==> config.mk <==
export PLATFORM = sky130hd
export DESIGN_NAME = fb_pattern_writer
export DESIGN_NICKNAME = d
export VERILOG_FILES = /design/src/rtl/fb_pattern_writer.sv
export SDC_FILE = /design/constraint.sdc
export NUM_CORES = 1
export LEC_CHECK = 0
export BUFFER_PORTS_ARGS = -buffer_cell sky130_fd_sc_hd__buf_2
export CORE_ASPECT_RATIO = 0.8
export CORE_MARGIN = 1.5
export CORE_UTILIZATION = 47
export CTS_BUF_LIST = sky130_fd_sc_hd__clkbuf_8
export DETAILED_ROUTE_END_ITERATION = 8
export PLACE_DENSITY = 0.79
export SYNTH_ARGS = -nofsm -noshare
export SYNTH_HDL_FRONTEND = slang
export SYNTH_SLANG_ARGS = --single-unit
==> constraint.sdc <==
create_clock -name clk -period 2.15 [get_ports clk]
set_clock_uncertainty 0.05 [all_clocks]
set_input_delay 0.1075 -clock clk [delete_from_list [all_inputs] [get_ports clk]]
set_output_delay 0.1075 -clock clk [all_outputs]
set_load 0.03 [all_outputs]
==> src/rtl/fb_pattern_writer.sv <==
// fb_pattern_writer: Wishbone master filling the framebuffer with a grid/colour-field test pattern.
module fb_pattern_writer #(
  parameter int          HDISP    = 800,
  parameter int          VDISP    = 480,
  parameter int          GRID     = 16,
  parameter logic [31:0] BASE_ADR = 32'h0
) (
  input  logic        clk,
  input  logic        rst,
  input  logic        start,
  input  logic        continuous,
  output logic        busy,
  output logic        done,
  output logic [7:0]  frame_cnt,
  output logic        err_flag,
  output logic        wshb_cyc,
  output logic        wshb_stb,
  output logic        wshb_we,
  output logic [31:0] wshb_adr,
  output logic [31:0] wshb_dat_ms,
  output logic [3:0]  wshb_sel,
  output logic [2:0]  wshb_cti,
  output logic [1:0]  wshb_bte,
  input  logic        wshb_ack,
  input  logic        wshb_err,
  input  logic        wshb_rty,
  input  logic [31:0] wshb_dat_sm
);
  localparam int XW = HDISP > 1 ? $clog2(HDISP) : 1;
  localparam int YW = VDISP > 1 ? $clog2(VDISP) : 1;
  localparam int GW = $clog2(GRID);
  typedef enum logic [1:0] {S_IDLE, S_WRITE, S_GAP} state_t;
  state_t      r_state;
  logic        r_act;
  logic        r_done;
  logic        r_err;
  logic [7:0]  r_frame;
  logic [XW-1:0] r_x;
  logic [YW-1:0] r_y;
  logic [31:0] r_adr;
  logic        w_xend;
  logic        w_last;
  logic        w_grid;
  logic [7:0]  w_x8;
  logic [7:0]  w_y8;
  logic        w_unused;
  assign w_xend   = r_x == XW'(HDISP - 1);
  assign w_last   = w_xend && r_y == YW'(VDISP - 1);
  assign w_grid   = r_x[GW-1:0] == '0 || r_y[GW-1:0] == '0;
  assign w_x8     = 8'(r_x);
  assign w_y8     = 8'(r_y);
  assign w_unused = ^{wshb_dat_sm, wshb_rty};
  // rty needs no action: address and data simply hold until ack or err
  always_ff @(posedge clk or posedge rst)
    if (rst) begin
      r_state <= S_IDLE;
      r_act   <= 1'b0;
      r_done  <= 1'b0;
      r_err   <= 1'b0;
      r_frame <= '0;
      r_x     <= '0;
      r_y     <= '0;
      r_adr   <= BASE_ADR;
    end else begin
      r_done <= 1'b0;
      case (r_state)
        S_IDLE:
          if (start || continuous) begin
            r_state <= S_WRITE;
            r_act   <= 1'b1;
          end
        S_WRITE:
          if (wshb_err) begin
            r_err   <= 1'b1;
            r_act   <= 1'b0;
            r_state <= S_IDLE;
            r_x     <= '0;
            r_y     <= '0;
            r_adr   <= BASE_ADR;
          end else if (wshb_ack) begin
            r_x   <= w_xend ? '0 : r_x + 1'b1;
            r_y   <= w_last ? '0 : w_xend ? r_y + 1'b1 : r_y;
            r_adr <= w_last ? BASE_ADR : r_adr + 32'd4;
            if (w_last) begin
              r_state <= S_GAP;
              r_act   <= 1'b0;
              r_done  <= 1'b1;
              r_frame <= r_frame + 8'd1;
            end
          end
        S_GAP: begin
          r_state <= continuous ? S_WRITE : S_IDLE;
          r_act   <= continuous;
        end
        default: r_state <= S_IDLE;
      endcase
    end
  assign busy        = r_act;
  assign done        = r_done;
  assign frame_cnt   = r_frame;
  assign err_flag    = r_err;
  assign wshb_cyc    = r_act;
  assign wshb_stb    = r_act;
  assign wshb_we     = 1'b1;
  assign wshb_adr    = r_adr;
  assign wshb_dat_ms = w_grid ? 32'h00FF_FFFF : {8'h00, w_x8 ^ r_frame, w_y8, r_frame};
  assign wshb_sel    = 4'b1111;
  assign wshb_cti    = 3'b000;
  assign wshb_bte    = 2'b00;
endmodule
Yosys cells after proc, flatten, opt, wreduce, memory -nomap -nowiden
Index checks and enable logic that the tools add are counted.

Bits in latches: 0. Logic and storage cells: 62. Memories kept: 0. Memory bits (writable): 0. Bits in read-only memories: 0. Flip-flop bits (word level): 64.

Divide/modulo/power cells: 0. Equal/unequal tests: 7. Mux-type cells: 26. $add $sub $neg: 4. Bitwise gates (word level): 2. Magnitude comparators: 0. Multipliers: 0. Reduce and logical (&&, ||, !) cells: 15. Shift operators: 0.

Operators with widths (count): $mux W32 (3); $mux W9 (4); $add A32 B3 Y32 const B (1); $mux W10 (3); $mux W24 (1); $add A10 B1 Y10 const B (1); $eq A10 B10 Y1 const B (1); $add A9 B1 Y9 const B (1); $eq A9 B9 Y1 const B (1); $mux W1 (9); $add A8 B1 Y8 const B (1); $logic_not A4 Y1 (2); $mux W2 (4); $reduce_and A4 Y1 (2); $xor A8 B8 Y8 (1); $ne A3 B3 Y1 const B (2); $pmux W2 S3 (1); $reduce_and A3 Y1 (2); $reduce_bool A3 Y1 (2); $reduce_and A2 Y1 (2); $pmux W1 S3 (1); $eq A2 B1 Y1 const B (1); $eq A2 B2 Y1 const B (1); $logic_not A2 Y1 (1); other kinds (5) (6).

Logic depth before layout (Yosys ltp)
Depth after elaboration: 6. Gate-level depth with buffers: 7.

Worst setup path before layout
OpenSTA, ideal clock, no wires.

Path kind: register -> output. From: reg r_y[0]. To: out wshb_dat_ms[16]. Stages on the path, launching flop included: 7. Arrival: 1.841 ns. Path buffers: 2. Setup slack: 0.151 ns. Path through: dfrtp_1 > inv_1 > ha_1 > a22oi_1 > clkbuf_1 > clkbuf_1 > nand2_1.

Longest elaborated chain between the ends: 3.

RTL lines: start: declaration (line 39) `logic [YW-1:0] r_y;`; start signal: assignment (line 82) `r_y <= w_last ? '0 : w_xend ? r_y + 1'b1 : r_y;`; $logic_not A4 Y1 (line 49) `assign w_grid = r_x[GW-1:0] == '0 || r_y[GW-1:0] == '0;`; $logic_or A1 B1 Y1 (line 49); $mux W24 (line 106) `assign wshb_dat_ms = w_grid ? 32'h00FF_FFFF : {8'h00, w_x8 ^ r_frame, w_y8, r_frame};`; end: declaration (line 20) `output logic [31:0] wshb_dat_ms,`.

Every way passes these cells.

Final worst setup path
From: reg r_y[1]. To: reg r_frame[1] (netlist: frame_cnt[1]).

Longest elaborated chain between the ends: 3.

RTL lines: $eq A9 B9 Y1 (line 48) `assign w_last = w_xend && r_y == YW'(VDISP - 1);`; $logic_and A1 B1 Y1 (line 48); $reduce_and A4 Y1 (no line); end signal: assignment (line 88) `r_frame <= r_frame + 8'd1;`; end: declaration (line 37) `logic [7:0] r_frame;`.

Every way passes these cells. A chain may end at the register's enable or synchronous reset.

==> results.txt <==
- Of the total synthesized cell area, the portion taken by full adders, half adders and majority gates is 0.0209.
- Headroom to the max-slew limit: 0.618
- The clock net in this run drives a total of 62 sinks.
- After global routing the overflow that remains totals 0.
- For this design the ratio of total power to cell area is 976 nW/um2.
- Max-capacitance violation count: 0
* Critical path capture point type: register
* Vias per Instance: 5.04
- Of the total power, the clock network draws 0.264.
- The floorplan step defined a die boundary enclosing 8190 um2.
- For this block, the initial DRC count from the detailed router was 169.
* Worst Setup Slack post-DPL: 0.0782 ns
* Pin slew with the least headroom to its limit: 0.569 ns
- EDFF count, synth: 0
- Entering global routing, the biggest net connects 41 pins.
- Via count of the first global-routing pass: 2707
- For this design the static power due to leakage is 2.06 nW.
* Post-synthesis simple-gate area fraction: 0.279
- The detail route stage leaves a number of antenna-violating nets equal to 0.
- The final hold violation count came to 0.
- Insertion delay of the later-clocked pin in the worst-skew pair: between 0.3 and 0.4 ns
* Critical path data required time: 2.32 ns
* Number of buffers between clock root and the deepest sink: 2
- The number of antenna violations at the first check in global routing was 0.
- Setup Total Neg Slack: 0 ns
- Across all setup checks in the final design, the least slack found is 0.0954 ns.
* Worst Hold Class: in -> reg
- Number of max-slew violations in the final report: 0
- Number of nets in the finished design: approximately 520
- Post-synthesis register bit count: 62
- The share of the Yosys chip area taken by registers is 0.431.
- Flip-flop cell with the highest count after synthesis: sky130_fd_sc_hd__dfrtp_1
- At the end of routability-driven placement, the weighted congestion stood at 0.876.
- The number of antenna diodes in the final layout is 0.
- Fraction of the mapped netlist area in compound gates: 0.0456
- Area of the mapped netlist: 3600 um2
* Mean instance size in the synthesized netlist: 9.32 um2
- Overall Global Routing Usage: 0.201
- Internal power comes to 2.43 mW.
- For this block, the routed nets add up to 7920 um of wire.
- After floorplanning, the core was divided into 28 placement rows.
- CTS root buffer: sky130_fd_sc_hd__clkbuf_8
- Initial standard-cell utilization of the core: 0.487
* Largest area contributor in the netlist: sky130_fd_sc_hd__dfrtp_1
- Synth Instances: just under 400
* Min Clock Period, post-route: 2.05 ns
* Pre-Repair DR Iteration Count: 4
- Static timing analysis puts the maximum clock frequency at 0.487 GHz.
- Average wire per cell in the routed design: roughly 14 um
- Hold path cells: 3
* Async S/R FF share, synth: 1.00
- The filler cells instantiated in the layout total 632.
* Floorplan core area: 7390 um2
* Flop-to-flop setup slack: 0.1 ns
- For this run, the number of Yosys warnings is 0.
- In the layout the commonest cells are sky130_fd_sc_hd__buf_2 (72), sky130_fd_sc_hd__dfrtp_1 (62), sky130_fd_sc_hd__nor2_1 (54).
- Switch Pwr: around 1.8 mW
* Layout cell share with drive strength beyond 1: 0.268
* Switching share of power: 0.424
- Compared with the post-synthesis result, the final layout area differs by 20.1%.
* Portion of total power attributed to sequential cells: 0.313
- The critical path is of the reg -> reg type.
- Worst-case vdd ir drop: between 500 and 600 uV
- For this run, the share of the core covered by cells in the final layout is 0.585.
* Clock-pin slew on the worst setup and hold paths: 0.07 ns
- The wire-length estimate of the detail-placed layout is 5740 um.
- Arrival @ worst endpoint: 2.23 ns
* Clock tree from TritonCTS: done
- By area, the combinational part of the netlist is dominated by simple AND/OR/NAND/NOR gates.
- Distinct cell type count of the synthesized netlist: 44
- Startpoint type of the worst setup path: register
- DRC violations left: 0
- The portion of synthesized area spent on multiplexers is 0.00626.
* Leading cell type in the layout, fill and taps excluded: sky130_fd_sc_hd__buf_2
* Status: complete, no violations
* H-tree depth reported by CTS: 3
- For this design the top-level I/O count stands at 126.
- Of the total synthesized cell area, the portion taken by XOR and XNOR cells is 0.129.
- # port buffers: 72
- Across all layers, the routed design uses 2954 vias.
- Setup violations remaining at the end of the flow were counted as 0.
- The first global-routing pass estimated 12800 um of wire.
- The floorplan step set the die width to 101 um.
* Biggest area contributors in the synthesized netlist: sky130_fd_sc_hd__dfrtp_1 (43%), sky130_fd_sc_hd__xnor2_1 (7.5%), sky130_fd_sc_hd__nor2_1 (5.6%), sky130_fd_sc_hd__xor2_1 (5.4%), sky130_fd_sc_hd__buf_4 (5.2%)
- Number of buffers inserted during clock tree synthesis: 9
- Final Cycle Share: 0.956
- Of all nets on the critical path, the largest fanout is 6.
- Setup repair after global routing left no endpoint under its margin.
- The share of synthesized area in the top cell type comes to 0.431.
- The number of cells on the worst reg-to-reg path is 5.
- Die Span Y: 81.3 um
* Logic gate share of total power: 0.424
-- synthesized netlist by cell type (all sizes together), types with 8 or more instances --
cell type  count
dfrtp         62
nor2          56
buf           32
xnor2         31
nand2         29
nand3         22
xor2          22
nand4         21
nand2b        15
inv           14
nor3          10
o21ai          9
a21oi          8
and3           8
-- registers in the layout, indices dropped and copies added, names as in the netlist --
| register | count |
|---|---|
| r_state | 2 |
| wshb_adr | 30 |
| err_flag | 1 |
| r_y | 9 |
| frame_cnt | 8 |
| done | 1 |
| busy | 1 |
| r_x | 10 |
-- path summary, 6_finish.rpt --
| path | start | end |
|---|---|---|
| setup / recovery | r_y[1] | frame_cnt[1] |
| hold / removal | continuous | r_state[0] |
| setup reg to reg | r_y[1] | frame_cnt[1] |
| hold reg to reg | err_flag | err_flag |
| max in group asynchronous | rst | r_x[5] |
| min in group asynchronous | rst | wshb_adr[3] |
-- power groups by stage --
stage / logic (mW) / clock network (mW) / registers [mW]
4_1_cts: 1.79 / 1.14 / 1.32
6_report: 1.79 / 1.11 / 1.32
5_1_grt: 1.92 / 1.19 / 1.33
3_3_place_gp: 1.76 / 0 / 1.33
3_5_place_dp: 1.78 / 0 / 1.34
2_1_floorplan: 1.21 / 0 / 1.41
-- repair_timing --
action | 4_1_cts | 5_1_grt
hold buffers | 1 | 0
endpoints found under the setup margin | 0 | 38
setup buffers | 0 | 1
gates resized for setup | 0 | 2
hold endpoints to repair | 22 | 0
-- stage by stage --
stage | instance area, um2 | instances | power (mW) | hold slack, ns
6_report | 4320 | 586 | 4.22 | 0.0219
5_1_grt | 4320 | 586 | 4.43 | 0.0625
4_1_cts | 4310 | 585 | 4.24 | 0.0123
3_5_place_dp | 4080 | 568 | 3.12 | 0.126
3_3_place_gp | 4080 | 568 | 3.09 | 0.116
2_1_floorplan | 3660 | 404 | 2.62 | 0.174
-- layer usage --
metal,vias up,share of wire,global-route usage
met5,-,0,0
met4,0,0.012,0.0732
met3,9,0.055,0.0439
met2,90,0.48,0.317
met1,1411,0.45,0.275
li1,1444,-,-
-- kinds of logic after synthesis --
family / Yosys count
and+or+nand+nor: 185
muxes: 2
xor gates and xnor gates: 53
DFF: 62
adders and majority gates: 6
other: 2
AOI/OAI and AO/OA: 26
buffers and inverters: 50
-- layout make-up --
cell class	count	area (um2)	share of cell area
clock buffer	10	138	0.0318
tap	105	131	0.0304
multi-input combinational	292	1800	0.417
clock inverter	6	77.6	0.0180
sequential	62	1550	0.359
timing repair buffer	97	567	0.131
inverter	14	52.6	0.0122
-- worst max-delay path, cell delays in order (launching register included) --
cell,delay (ns)
sky130_fd_sc_hd__dfrtp_1,0.36
sky130_fd_sc_hd__ha_1,0.23
sky130_fd_sc_hd__nand3_1,0.18
sky130_fd_sc_hd__nor4_4,0.41
sky130_fd_sc_hd__and4_2,0.36
sky130_fd_sc_hd__mux2_2,0.34
Note: power is estimated with default switching activity, not from simulation.
